<file path="src/rtl/output_pkg.sv">
// Shared helpers for the output device bank.
// Byte-lane merge and address-width derivation.
package output_pkg;

    localparam int MAX_DW = 512;
    localparam int MAX_BE = MAX_DW / 8;

    function automatic int aw_of(input int n);
        return (n > 2) ? $clog2(n) : 1;
    endfunction

    // Callers zero-extend into the wide form and truncate the result.
    function automatic logic [MAX_DW-1:0] merge(
        input logic [MAX_DW-1:0] old,
        input logic [MAX_DW-1:0] din,
        input logic [MAX_BE-1:0] be
    );
        logic [MAX_DW-1:0] r;
        r = old;
        for (int i = 0; i < MAX_BE; i++) begin
            if (be[i]) r[i*8 +: 8] = din[i*8 +: 8];
        end
        return r;
    endfunction

endpackage

</file>
<file path="src/rtl/scan_divider.sv">
// Free-running modulo-SCAN_DIV counter.
// tick is high during the terminal-count cycle.
module scan_divider #(
    parameter int SCAN_DIV = 50000
) (
    input  logic clk,
    input  logic rst,
    output logic tick
);

    localparam int CW = (SCAN_DIV > 1) ? $clog2(SCAN_DIV) : 1;

    logic [CW-1:0] cnt_q;
    logic [CW-1:0] cnt_d;

    always_comb begin
        tick  = (cnt_q == CW'(SCAN_DIV - 1));
        cnt_d = tick ? '0 : cnt_q + CW'(1);
    end

    always_ff @(posedge clk or negedge rst) begin
        if (!rst) cnt_q <= '0;
        else      cnt_q <= cnt_d;
    end

endmodule

</file>
<file path="src/rtl/output_bank.sv">
// Memory-mapped output channel bank with byte-enable writes,
// registered readback, scan sequencer and per-channel dirty flags.
module output_bank
    import output_pkg::*;
#(
    parameter int            DW       = 32,
    parameter int            NCH      = 4,
    parameter int            SCAN_DIV = 50000,
    parameter logic [DW-1:0] RST_VAL  = '0
) (
    input  logic                    clk,
    input  logic                    rst,
    input  logic                    we_dev,
    input  logic [aw_of(NCH)-1:0]   dev_addr,
    input  logic [DW/8-1:0]         be,
    input  logic [DW-1:0]           din,
    output logic [DW-1:0]           dout,
    output logic [DW-1:0]           scan_val,
    output logic [aw_of(NCH)-1:0]   scan_idx,
    output logic                    scan_strobe,
    output logic [NCH-1:0]          dirty
);

    localparam int AW = aw_of(NCH);

    logic [DW-1:0]  chan_q [NCH];
    logic [DW-1:0]  chan_d [NCH];
    logic [DW-1:0]  dout_q, dout_d;
    logic [DW-1:0]  scan_val_q, scan_val_d;
    logic [AW-1:0]  scan_idx_q, scan_idx_d;
    logic [AW-1:0]  ptr_q, ptr_d;
    logic           scan_strobe_q, scan_strobe_d;
    logic [NCH-1:0] dirty_q, dirty_d;
    logic           scan_tick;

    scan_divider #(
        .SCAN_DIV(SCAN_DIV)
    ) u_div (
        .clk (clk),
        .rst (rst),
        .tick(scan_tick)
    );

    always_comb begin
        chan_d        = chan_q;
        dirty_d       = dirty_q;
        dout_d        = '0;
        scan_val_d    = scan_val_q;
        scan_idx_d    = scan_idx_q;
        scan_strobe_d = scan_tick;
        ptr_d         = ptr_q;

        for (int i = 0; i < NCH; i++) begin
            if (we_dev && dev_addr == AW'(i))
                chan_d[i] = DW'(merge(MAX_DW'(chan_q[i]), MAX_DW'(din),
                                      MAX_BE'(be)));
        end

        // Unmatched addresses (NCH not a power of 2) read back as zero.
        for (int i = 0; i < NCH; i++) begin
            if (dev_addr == AW'(i)) dout_d = chan_d[i];
        end

        if (scan_tick) begin
            scan_idx_d = ptr_q;
            ptr_d      = (ptr_q == AW'(NCH - 1)) ? '0 : ptr_q + AW'(1);
            for (int i = 0; i < NCH; i++) begin
                if (ptr_q == AW'(i)) begin
                    scan_val_d = chan_d[i];
                    dirty_d[i] = 1'b0;
                end
            end
        end

        // Applied after the scan clear so a colliding write keeps dirty set.
        for (int i = 0; i < NCH; i++) begin
            if (we_dev && dev_addr == AW'(i)) dirty_d[i] = 1'b1;
        end
    end

    always_ff @(posedge clk or negedge rst) begin
        if (!rst) begin
            for (int i = 0; i < NCH; i++) chan_q[i] <= RST_VAL;
            dout_q        <= '0;
            scan_val_q    <= '0;
            scan_idx_q    <= '0;
            scan_strobe_q <= 1'b0;
            dirty_q       <= '0;
            ptr_q         <= '0;
        end else begin
            chan_q        <= chan_d;
            dout_q        <= dout_d;
            scan_val_q    <= scan_val_d;
            scan_idx_q    <= scan_idx_d;
            scan_strobe_q <= scan_strobe_d;
            dirty_q       <= dirty_d;
            ptr_q         <= ptr_d;
        end
    end

    assign dout        = dout_q;
    assign scan_val    = scan_val_q;
    assign scan_idx    = scan_idx_q;
    assign scan_strobe = scan_strobe_q;
    assign dirty       = dirty_q;

endmodule

</file>
<file path="config.mk">
export PLATFORM = sky130hd
export DESIGN_NAME = output_bank
export DESIGN_NICKNAME = d
export VERILOG_FILES = /design/src/rtl/output_pkg.sv /design/src/rtl/scan_divider.sv /design/src/rtl/output_bank.sv
export SDC_FILE = /design/constraint.sdc
export NUM_CORES = 1
export LEC_CHECK = 0
export BUFFER_PORTS_ARGS = -buffer_cell sky130_fd_sc_hd__buf_2
export CORE_ASPECT_RATIO = 2
export CORE_MARGIN = 5
export CORE_UTILIZATION = 60
export CTS_CLUSTER_DIAMETER = 50
export DETAILED_ROUTE_END_ITERATION = 12
export PLACE_DENSITY = 0.92
export SYNTH_ARGS = -nofsm -noshare
export SYNTH_HDL_FRONTEND = slang
export SYNTH_SLANG_ARGS = --single-unit
</file>
<file path="constraint.sdc">
create_clock -name clk -period 2.32 [get_ports clk]
set_input_delay 0.232 -clock clk [delete_from_list [all_inputs] [get_ports clk]]
set_output_delay 0.232 -clock clk [all_outputs]
set_load 0.005 [all_outputs]
</file>
==> summary.log <==
INFO  yosys          synthAdderAreaFrac=0.548%
INFO  sta            report.final.setup_viol=0
INFO  placement      port_buffers=111
INFO  power          p_int=0.00736W
INFO  clock_tree     cts_tree=built
INFO  drt            first_iter_violations=534
INFO  floorplanning  die_height=205um
INFO  global_routing antenna_found_initial=5
INFO  floorplanning  fp.dieArea=0.0220mm^2
INFO  placement      hpwlAfterDp=18.3mm
INFO  worst_setup_path setup.worst_path.start_class=flop
INFO  sta            maxSlewHeadroom=57.7%
INFO  floorplanning  die_x=108um
INFO  placement      dp_worst_setup_slack=62.4ps
INFO  sta            worstMarginPinSlew=634ps
INFO  sta            hold_viol_final=0
INFO  drt            detailedRoute.firstPassIterationCount=5
INFO  clock_tree     numCtsBuffers=20
INFO  yosys          combinational_family_with_the_most_area_after_synthesis=multiplexers
INFO  sta            worst_clock_skew=8.14ps
INFO  layout         area.growth.synth_to_final=13.8%
INFO  sta            fmaxAchievable=440MHz
INFO  drt            drt_wl_total=28.8mm
INFO  layout         combined_flip_flop_and_latch_cell_area=0.00543mm^2
INFO  power          p_total=0.00986W
INFO  sta            final.min_clock_period=2270ps
INFO  yosys          synthMuxAreaShare=26.2%
INFO  power          power.sequential.fraction=47.4%
INFO  yosys          synth_compound_gate_area_share=6.70%
INFO  power          power_density=759mW/mm^2
INFO  clock_tree     cts.reportedPaths.clkPinSlew=70ps
INFO  clock_tree     clk_path_buf_depth=3
INFO  power          combinationalPowerShare=20.0%
INFO  layout         layoutNonFillerInstCount=1227
INFO  floorplanning  floorplan.initialDensity=60.9%
INFO  placement      final_weighted_congestion_of_routability_driven_global_placement=0.830
INFO  clock_tree     clock_latency=500ps
INFO  drt            drt.antenna.violating_nets=0
INFO  worst_setup_path timing.critical_path.cells=inv_2 > ha_4 > buf_12 > nor3b_1 > mux2_1 > a2111oi_1 > o21ai_1
INFO  outcome        status=completed
INFO  worst_setup_path worst-endpoint-arrival=2630ps
INFO  clock_tree     htree_levels=1
INFO  power          vdd_ir_drop_max=0.606mV
INFO  yosys          post_synth_xor_xnor_area=1.07%
INFO  sta            fin_crit_sh=98.0%
INFO  worst_setup_path critPathCaptureType=flop
INFO  yosys          synth_area_per_cell=13.2um^2
INFO  power          clock_power_share=32.6%
INFO  global_routing largest_net_degree_at_the_start_of_global_routing=82
INFO  worst_setup_path required=2680ps
INFO  worst_setup_path cpLargestDelayFamily=compound AO/OA/AOI/OAI gates
INFO  power          leakage=5.60nW
INFO  yosys          mapped_nets=911
INFO  global_routing first_global_vias=8745
INFO  drt            drt_drc_violations_left=0
INFO  yosys          async_flop_share=100%
INFO  yosys          post_synth_num_cell_types=42
INFO  worst_setup_path crit_path_max_delay_cell_type=a2111oi_1
INFO  drt            vias=7924
INFO  global_routing grt-ovfl-total=0
INFO  layout         utilization=69.3%
INFO  yosys          synth_simple_gate_area_share=14.2%
INFO  floorplanning  core_box_area=0.0187mm^2
INFO  yosys          yosysSeqAreaShare=47.6%
INFO  worst_setup_path timing.critical_path.slowest_cell_delay=550ps
INFO  layout         drive_gt1_share=38.4%
INFO  yosys          synthFlopType=dfrtp_1
INFO  layout         multi_input_comb_area=0.00560mm^2
INFO  worst_hold_path holdCritPathClass=input port to flop
INFO  global_routing grt_pass1_wl=46.1mm
INFO  power          net-switching-power=0.00251W
INFO  job            number_of_maximum_capacitance_violations=0
INFO  yosys          number_of_cells_produced_by_synthesis=865
INFO  yosys          yosys_register_bits=217
INFO  yosys          ys.warnings.count=0
INFO  drt            routed_wire_length_per_instance=23.4um
INFO  sta            final.setup.tns=0ps
INFO  clock_tree     cts_sinks=217
INFO  floorplanning  floorplan.io_pins=112
INFO  layout         layout.filler_cells=1213
INFO  global_routing groute.usage.overall=26.4%
INFO  worst_setup_path timing.critical_path.buf_inv=2
INFO  worst_setup_path crit_fanout=42
INFO  yosys          edff_count_synth=0
INFO  worst_setup_path timing_worst_setup_path_type=flop to flop
INFO  sta            final-max-slew-violation-count=0
INFO  layout         final_net_count=1005
INFO  sta            final_ws_setup=45.4ps
INFO  placement      place_inst=1191
INFO  floorplanning  rows=71
INFO  yosys          syn_area=0.0114mm^2
INFO  clock_tree     clockRootBuffer=clkbuf_16
INFO  drt            via_per_inst=6.46
INFO  power          power.switching_fraction=25.4%
-- cell families (layout without fill, tap and decap cells) --
logic type	count (synthesis)	count (layout)
other	0	4
flip-flops	217	217
multiplexers	224	224
AO/OA/AOI/OAI	104	104
buffers and inverters	80	183
XOR/XNOR	14	14
adder cells (fa/ha/maj)	5	5
AND/OR/NAND/NOR	221	221
-- through the flow --
stage | hold slack [ps] | instance area (um^2)
floorplan | -63.6 | 11400
global placement | 287 | 12300
detailed placement | 298 | 12300
CTS | 40.6 | 13000
global route | 47.4 | 13000
finish | 48.1 | 13000
-- Yosys cell counts, drive strengths merged (2+ instances only) --
library cell	number	area (um^2)
a2111oi	32	390
o21ai	69	345
dfrtp	217	5430
and4bb	4	50.1
nor2	9	33.8
nand4	10	114
nand2	43	161
xnor2	7	61.3
xor2	7	61.3
ha	5	62.6
nand4b	8	181
nor4bb	2	20.0
buf	30	231
nand3b	64	480
nand3	8	40.0
clkbuf	43	161
mux2	160	1940
mux2i	32	320
and4	2	17.5
a32o	2	20.0
mux4	32	721
nor3b	64	480
nor4	3	18.8
inv	6	22.5
-- path summary, 6_finish.rpt --
check,from,end,slack [ps],cells after the start
setup / recovery,ptr_q[1],scan_val[4],50,7
hold / removal,din[26],chan_q[90],50,2
setup reg to reg,ptr_q[1],scan_val[4],50,7
hold reg to reg,scan_val[27],scan_val[27],480,2
max in group asynchronous,rst,chan_q[41],1230,3
min in group asynchronous,rst,chan_q[22],320,2
-- worst reg2reg max path, cell delays in order, from the launching register on --
cell       delay (ps)
dfrtp_1           470
inv_2             160
ha_4              210
buf_12            220
nor3b_1            90
mux2_1            310
a2111oi_1         550
o21ai_1           140
-- area by class of cell --
class                           count  share of cell area, %
Multi-Input combinational cell    568                   43.1
Sequential cell                   217                   41.8
Timing Repair Buffer              145                   7.46
Clock buffer                       30                   4.77
Tap cell                          255                   2.46
Inverter                            7                  0.202
Antenna cell                        4                 0.0771
Clock inverter                      1                 0.0675
-- flip-flops by register name (all words and copies together) (netlist names) --
name,flops
dout,32
scan_val,32
u_div.cnt_q,16
dirty,4
ptr_q,2
chan_q,128
scan_idx,2
scan_strobe,1
-- cells in the final DEF, fill, tap and decap left out, types with 4 or more instances in the layout --
cell       instances
mux2_4            38
xnor2_1            7
mux2_1            26
nand4b_4           7
nor3b_1           64
buf_12             8
and4bb_1           4
clkbuf_16         21
a2111oi_2         16
o21ai_1           39
buf_2            109
nand3b_1          64
a2111oi_0          4
diode_2            4
nand3_1            8
dfrtp_1          216
nand4_1            6
o21ai_0           30
clkbuf_8           7
a2111oi_1         12
mux4_2            32
nor2_1             9
mux2i_1           32
nand2_1           43
mux2_2            96
xor2_1             7
buf_4             23
-- power groups by stage --
stage	clock (W)	combinational [W]	sequential, W
after floorplan	0	0.00134	0.00466
after global placement	0	0.00186	0.00469
after detailed placement	0	0.00195	0.00472
after CTS	0.00325	0.00198	0.00467
after global routing	0.00340	0.00214	0.00473
final	0.00322	0.00197	0.00467
-- what timing repair did --
item                                    CTS  global route
buffers inserted                          0             0
pin swaps                                 0             0
gates resized for setup                   2             9
endpoints found under the setup margin    4            24
hold buffers                              1             0
hold endpoints to repair                 67             0
-- per-layer routing --
layer	up-vias	track usage, %	routed length, um
li1	3414	-	-
met1	4100	30.0	10400
met2	299	46.6	15500
met3	109	4.26	1440
met4	2	14.9	1500
met5	-	0	13
(Power assumes the default switching activity.)
